## config.mk

```make
export PLATFORM = sky130hd
export DESIGN_NAME = sim_end_monitor
export DESIGN_NICKNAME = d
export VERILOG_FILES = /design/src/rtl/sim_end_monitor_pkg.sv /design/src/rtl/sim_end_monitor_stall_ch.sv /design/src/rtl/sim_end_monitor.sv
export SDC_FILE = /design/constraint.sdc
export NUM_CORES = 1
export LEC_CHECK = 0
export CAP_MARGIN = 20
export CELL_PAD_IN_SITES_DETAIL_PLACEMENT = 1
export CELL_PAD_IN_SITES_GLOBAL_PLACEMENT = 2
export CORE_MARGIN = 2
export CORE_UTILIZATION = 43
export CTS_CLUSTER_DIAMETER = 30
export DETAILED_ROUTE_END_ITERATION = 8
export DONT_BUFFER_PORTS = 1
export PLACE_DENSITY = 0.83
export SLEW_MARGIN = 20
export SYNTH_ARGS = -nofsm -noshare
export SYNTH_HDL_FRONTEND = slang
export SYNTH_SLANG_ARGS = --single-unit
```

## constraint.sdc

```tcl
create_clock -name i_ext_pad_clkmux_ehs_clk -period 7.2 [get_ports i_ext_pad_clkmux_ehs_clk]
set_input_delay 0.72 -clock i_ext_pad_clkmux_ehs_clk [delete_from_list [all_inputs] [get_ports i_ext_pad_clkmux_ehs_clk]]
set_output_delay 0.72 -clock i_ext_pad_clkmux_ehs_clk [all_outputs]
set_load 0.1 [all_outputs]
```

## src/rtl/sim_end_monitor_pkg.sv

```systemverilog
// Shared types for the simulation-end monitor: FSM state encoding, verdict
// result codes and a lowest-index priority encoder for the stall mask.
package sim_end_monitor_pkg;

   typedef enum logic [2:0] {
      ST_IDLE    = 3'd0,
      ST_RUN     = 3'd1,
      ST_PASS    = 3'd2,
      ST_FAIL    = 3'd3,
      ST_TIMEOUT = 3'd4
   } state_t;

   localparam logic [1:0] RES_NONE    = 2'b00;
   localparam logic [1:0] RES_PASS    = 2'b01;
   localparam logic [1:0] RES_FAIL    = 2'b10;
   localparam logic [1:0] RES_TIMEOUT = 2'b11;

   // Scanning from the top down leaves the lowest set index as the final winner.
   function automatic logic [3:0] lowest_set(input logic [15:0] mask);
      logic [3:0] idx;
      idx = '0;
      for (int i = 15; i >= 0; i--) begin
         if (mask[i]) idx = 4'(i);
      end
      return idx;
   endfunction

endpackage

```

## src/rtl/sim_end_monitor_stall_ch.sv

```systemverilog
// One heartbeat watchdog channel: counts consecutive heartbeat-free cycles
// while running and flags the cycle in which the tolerated count is reached.
module sim_end_monitor_stall_ch
   import sim_end_monitor_pkg::*;
#(
   parameter int          STALL_W      = 16,
   parameter int unsigned STALL_CYCLES = 1000
) (
   input  logic clk,
   input  logic rst,
   input  logic run,
   input  logic en,
   input  logic hb,
   output logic stalled
);

   localparam logic [STALL_W-1:0] STALL_LAST = STALL_W'(STALL_CYCLES - 1);
   localparam logic [STALL_W-1:0] CNT_MAX    = '1;
   localparam logic [STALL_W-1:0] CNT_ONE    = {{(STALL_W-1){1'b0}}, 1'b1};

   logic [STALL_W-1:0] cnt;

   always_ff @(posedge clk or posedge rst) begin
      if (rst) begin
         cnt <= '0;
      end else if (!run || hb || !en) begin
         cnt <= '0;
      end else if (cnt != CNT_MAX) begin
         cnt <= cnt + CNT_ONE;
      end
   end

   assign stalled = run && en && !hb && (cnt == STALL_LAST);

endmodule

```

## src/rtl/sim_end_monitor.sv

```systemverilog
// Simulation-end monitor: saturating run-cycle counter, global cycle budget,
// per-channel heartbeat watchdogs and a sticky prioritised verdict FSM.
module sim_end_monitor
   import sim_end_monitor_pkg::*;
#(
   parameter int          CNT_W        = 32,
   parameter int          NUM_CH       = 4,
   parameter int          STALL_W      = 16,
   parameter int unsigned MAX_CYCLES   = 30000000,
   parameter int unsigned STALL_CYCLES = 1000
) (
   input  logic              i_ext_pad_clkmux_ehs_clk,
   input  logic              PI_SOC_RST_B,
   input  logic              start_i,
   input  logic              pass_i,
   input  logic              fail_i,
   input  logic [NUM_CH-1:0] ch_en_i,
   input  logic [NUM_CH-1:0] hb_i,
   output logic [CNT_W-1:0]  cycle_cnt_o,
   output logic [2:0]        state_o,
   output logic              done_o,
   output logic [1:0]        result_o,
   output logic              stall_o,
   output logic [3:0]        stall_ch_o,
   output logic [NUM_CH-1:0] stall_mask_o
);

   localparam logic [CNT_W-1:0] CNT_MAX = '1;
   localparam logic [CNT_W-1:0] CNT_ONE = {{(CNT_W-1){1'b0}}, 1'b1};

   state_t            state_q, state_d;
   logic [CNT_W-1:0]  cycle_cnt_q;
   logic [NUM_CH-1:0] stalled;
   logic [NUM_CH-1:0] stall_mask_q;
   logic [3:0]        stall_ch_q;
   logic              stall_q;
   logic              capture_stall;
   logic              run;
   logic              any_stall;
   logic              timeout_hit;

   assign run       = (state_q == ST_RUN);
   assign any_stall = |stalled;
   // Widened compare so a budget beyond the counter range simply never fires.
   assign timeout_hit = (64'(cycle_cnt_q) == (64'(MAX_CYCLES) - 64'd1));

   for (genvar g = 0; g < NUM_CH; g++) begin : g_ch
      sim_end_monitor_stall_ch #(
         .STALL_W      (STALL_W),
         .STALL_CYCLES (STALL_CYCLES)
      ) u_ch (
         .clk     (i_ext_pad_clkmux_ehs_clk),
         .rst     (PI_SOC_RST_B),
         .run     (run),
         .en      (ch_en_i[g]),
         .hb      (hb_i[g]),
         .stalled (stalled[g])
      );
   end

   always_ff @(posedge i_ext_pad_clkmux_ehs_clk or posedge PI_SOC_RST_B) begin
      if (PI_SOC_RST_B) begin
         state_q      <= ST_IDLE;
         cycle_cnt_q  <= '0;
         stall_q      <= 1'b0;
         stall_ch_q   <= '0;
         stall_mask_q <= '0;
      end else begin
         state_q <= state_d;
         if (run) begin
            if (cycle_cnt_q != CNT_MAX) cycle_cnt_q <= cycle_cnt_q + CNT_ONE;
         end else if (state_q == ST_IDLE) begin
            cycle_cnt_q <= '0;
         end
         if (capture_stall) begin
            stall_q      <= 1'b1;
            stall_ch_q   <= lowest_set(16'(stalled));
            stall_mask_q <= stalled;
         end
      end
   end

   // Verdict priority: explicit fail, then stall, then pass, then budget.
   always_comb begin
      state_d       = state_q;
      capture_stall = 1'b0;
      case (state_q)
         ST_IDLE: begin
            if (start_i) state_d = ST_RUN;
         end
         ST_RUN: begin
            if (fail_i) begin
               state_d = ST_FAIL;
            end else if (any_stall) begin
               state_d       = ST_FAIL;
               capture_stall = 1'b1;
            end else if (pass_i) begin
               state_d = ST_PASS;
            end else if (timeout_hit) begin
               state_d = ST_TIMEOUT;
            end
         end
         ST_PASS, ST_FAIL, ST_TIMEOUT: begin
            state_d = state_q;
         end
         default: begin
            state_d = ST_IDLE;
         end
      endcase
   end

   always_comb begin
      result_o = RES_NONE;
      done_o   = 1'b0;
      case (state_q)
         ST_PASS:    begin result_o = RES_PASS;    done_o = 1'b1; end
         ST_FAIL:    begin result_o = RES_FAIL;    done_o = 1'b1; end
         ST_TIMEOUT: begin result_o = RES_TIMEOUT; done_o = 1'b1; end
         default:    begin result_o = RES_NONE;    done_o = 1'b0; end
      endcase
   end

   assign cycle_cnt_o  = cycle_cnt_q;
   assign state_o      = state_q;
   assign stall_o      = stall_q;
   assign stall_ch_o   = stall_ch_q;
   assign stall_mask_o = stall_mask_q;

endmodule
```

* Word level (Yosys, flattened, before mapping)
Cells that the tools add are included.
** Cells by class
- Add/subtract/negate cells :: 5
- Reductions and logical operators :: 39
- Muxes and demuxes :: 26
- Bitwise logic cells :: 1
- Equal/unequal tests :: 17
** Operators with widths (number)
- 16-bit two-way mux :: 8
- 32-bit two-way mux :: 3
- 16-bit by 1-bit adder with 16-bit output (second input constant) :: 4
- 16-bit by 10-bit == test with 1-bit output (second input constant) :: 4
- 16-bit inequality test (second input constant) :: 4
- 32-bit by 1-bit adder with 32-bit output (second input constant) :: 1
- 32-bit by 25-bit == test with 1-bit output (second input constant) :: 1
- 32-bit inequality test (second input constant) :: 1
- 3-bit two-way mux :: 5
- 1-bit logical AND :: 12
- 4-bit two-way mux :: 3
- 2-bit nonzero test :: 5
- 1-bit zero test :: 9
- 3-bit case mux with 3 select lines :: 1
- 1-bit logical OR :: 8
- 3-bit by 2-bit == test with 1-bit output (second input constant) :: 2
- 2-bit case mux with 3 select lines :: 1
- 5-bit inequality test (second input constant) :: 1
- 1-bit two-way mux :: 4
- 2-bit inequality test (second input constant) :: 2
- 4-bit OR reduction :: 1
- 3-bit by 1-bit == test with 1-bit output (second input constant) :: 1
- 3-bit == test (second input constant) :: 1
- 3-bit zero test :: 1
- other kinds (5) :: 5
** Storage, ports and cells
- Register bits after elaboration :: 108
- Input bits :: 13
- Word-level logic and storage cells :: 97
- Output and inout bits :: 47

* Depth between registers and ports, before layout
- Depth in word-level cells :: 8
- Mapped depth :: 8
- Depth with buffers taken out :: 7

* Hierarchy
A second synthesis with hierarchy kept.
** Unflattened totals
- Cell total of the unflattened synthesis :: 676
- Area, all modules :: 6188.4 um^2
** Modules (own cells, without submodules)
- sim_end_monitor_stall_ch :: cells an instance 100, seq. area each 400.4 um^2, times used 4, area an instance 913.4 um^2
- sim_end_monitor :: cells an instance 276, seq. area each 1051.0 um^2, times used 1, area an instance 2534.9 um^2

* Worst setup path after synthesis
OpenSTA, ideal clock, no wires.
- Kind :: reg2out
- Start point :: reg state_q[2] (netlist: state_o[2])
- End point :: out result_o[0]
- Path buffers :: 1
- Slack :: 3662 ps
- Stages on the path, launching flop included :: 4
- Data required time :: 6480 ps
- Arrival time :: 2818 ps
- Cells stage by stage :: dfrtp_1 -> clkbuf_1 -> nand2b_1 -> a21oi_1
** Between the ends
- Word-level cells in the longest chain between the ends :: 2
- Elaborated cells on any way between the ends :: 4
- Those cells by class :: eq/ne: 3; mux: 1
** RTL lines
- start, declared :: RTL line sim_end_monitor.sv:31 : state_t state_q, state_d;
- start signal, assigned :: RTL line sim_end_monitor.sv:69 : state_q <= state_d;
- 3-bit == test or 3-bit by 2-bit == test with 1-bit output (tied branches) :: RTL line sim_end_monitor.sv:115 : case (state_q)
- 2-bit case mux with 3 select lines * :: RTL line sim_end_monitor.sv:115
- end, declared :: RTL line sim_end_monitor.sv:22 : output logic [1:0] result_o,
Every way passes the cells marked *; elsewhere a longest branch is shown, timed or not.

* Final worst setup path
- Start point :: reg state_q[1] (netlist: state_o[1])
- End point :: out done_o
** Between the ends
- Word-level cells in the longest chain between the ends :: 3
- Elaborated cells on any way between the ends :: 5
- Those cells by class :: eq/ne: 3; mux: 1; reduce/logical: 1
** RTL lines
- 3-bit == test or 3-bit by 2-bit == test with 1-bit output (tied branches) :: RTL line sim_end_monitor.sv:115
- 3-bit OR reduction (no line) *
- 1-bit two-way mux * :: RTL line sim_end_monitor.sv:115
- end, declared :: RTL line sim_end_monitor.sv:21 : output logic done_o,
Marked as above.

==> impl_metrics.ini <==
[cells_and_area]
final_common_cell = dfrtp_1
utilization = 0.477
antennaDiodeCount = 0
final_cell_mix = dfrtp_1, nor2_1, nand2_1, xnor2_1, nand3_1
area_growth_syn_to_layout_pct = 8.97
fin_nets = 645
n_fill_cell = 1530
multi_input_area_um2 = 2970
regArea_um2 = 2650
drive_gt1_frac = 0.0680

[critical_path]
r2r_start = state_o[1]
slowest_delay_ns = 1.12
critical_path_arrival_ns = 2.62
worstSetupEndpointType = output pin
r2r_cells = 6
timing.rr.end = state_o[2]
start_kind = flip-flop
worstPathCellList = nand2b_1, nand2_1
cp_max_fo = 9
crit_slowest_cell = dfrtp_1
cp.required_ns = 6.48
crit_type = reg2out
r2r_slack_ns = 4.02

[timing]
drv_slew = 0
holdWs_ns = 0.273
slew_headroom = 0.218
skew_ns = 0.00611
grt_setup_unrepaired = no
fmax_mhz = 299
finalHoldViolCount = 0
fin_setup_tns_ns = 0
worst_pin_slew_ns = 1.17
setup-violations-final = 0
post-route-period-util = 0.464
min_period_ns = 3.34

[logic_synthesis]
synthSimpleGateAreaFrac = 0.317
synthAdderAreaFrac = 0.0108
synth_async_sr_flop_share = 1.00
synth_edf_count = 0
synthCells = 628
synth_compound_area_frac = 0.0858
avgSynthCellArea_um2 = 9.19
synth_warnings = 0
synthFlopType = dfrtp_1
ys_seq_area_frac = 0.459
synth_top_family_by_area = simple AND/OR/NAND/NOR gates
yosysUniqueCellTypes = 57
synthMuxAreaShare = 0.00520
yosys.area_share.xor_xnor = 0.0940
syn-cell-area_um2 = 5770
ys_seq_elements = 106

[detailed_routing]
detail-route-antenna-nets = 0
drc = 0
via_per_inst = 5.72
dr.pass1.iters = 4
vias = 4618
drt-initial-drc-count = 191
drt-wirelength-per-cell_um = 17.8
wl_um = 14400

[power]
powerDensity_nw_per_um2 = 228
total_power_mw = 1.43
ir_drop_v = 0.000158
p_leak_nw = 2.46

[floorplanning]
die_w_um = 120
die_area_um2 = 14400
initial_core_util = 0.438
core_area_um2 = 13200
die_h_um = 120
pin_count = 60
row_count = 42

[place]
place_congestion = 0.788
port_buffers = 0
dp_hpwl_um = 10000

[clock_tree]
cts_setup_buffers = 0
cts_hold_buffers = 0
cts_buffer_depth = 2
htreeDepth = 3
cts_tree = built
insertion_delay_ns = 0.36
ctsResizeCount = 0
root_buffer = clkbuf_16
clkSinkCount = 106
clk_pin_slew_ns = 0.07
numCtsBuffers = 9

[worst_hold_path]
min-delay-path-class = in2async

[global_route]
antenna_found_initial = 0
grt_overflow_total = 0
track_usage = 0.215
grt_pass1_wl_um = 24600
first_global_vias = 4752
grt_max_degree = 66

[run_status]
outcome = finished, final reports clean

[flow_run]
maxCapViolations = 0
==> cells in the mapped netlist, drive strengths merged, types with 8 or more instances <==
library cell  number  area (um^2)
or3               10         62.6
inv               13         48.8
o21ai             26          130
xnor2             38          333
nor2              91          342
nor3b              9         78.8
clkbuf            14         52.6
or4                8         63.8
buf                9         55.1
nand4             25          178
nand2             59          221
and3              19          119
nor4              18          119
a21oi             21          109
nand3             37          190
xor2              24          210
nor3              26          130
dfrtp            106         2650
==> routing by layer <==
layer,vias up,track usage,share of wire
met5,-,0,0
met4,0,0.0478,0.011
met3,11,0.0608,0.038
met2,66,0.358,0.49
met1,2317,0.280,0.47
li1,2224,-,-
==> flip-flops by register name, summed over array words and instances, names as in the netlist <==
name	flops
stall_o	1
stall_mask_o	4
cycle_cnt_o	32
g_ch.u_ch.cnt	64
state_o	3
stall_ch_o	2
==> kinds of logic (layout without fill, tap and decap cells) <==
logic type / Yosys count / count (layout)
mux: 3 / 3
simple gates: 343 / 343
buf+inv: 36 / 39
fa+ha+maj: 5 / 5
xor+xnor: 62 / 62
compound gates: 72 / 72
flops: 106 / 106
other cells: 1 / 2
==> layout make-up <==
cell class              instances  share of cell area
flip-flops and latches        106               0.422
clock buffers                  11              0.0386
multi-input cells             487               0.472
clock inverters                 5              0.0123
inverters                      13             0.00815
repair buffers                 10              0.0119
well taps                     176              0.0350
==> power by group <==
part	switching, mW	total [mW]	internal, mW
Clock	0.222	0.535	0.313
Combinational	0.124	0.164	0.0394
Sequential	0.126	0.733	0.607
==> per-stage QoR <==
stage,instances,worst slack [ns],cell area (um^2)
finish,808,3.86,6290
global route,808,3.76,6290
CTS,808,3.84,6290
detailed placement,792,3.98,5970
global placement,792,4.07,5970
floorplan,629,3.66,5780
==> critical path, delay by kind of cell (launching register included) <==
family	cells	cell delay [ns]
flops	1	1.12
simple gates	2	1.14
==> how the worst max path moves through the flow <==
stage,slack (ns),cells after the start,startpoint,to
global route,3.76,2,state_o[1],done_o
global placement,4.07,6,state_o[1],state_o[2]
CTS,3.84,2,state_o[1],done_o
detailed placement,3.98,6,state_o[1],stall_mask_o[0]
floorplan,3.66,3,state_o[2],result_o[0]
finish,3.86,2,state_o[1],done_o
Note: power is estimated with default switching activity, not from simulation.
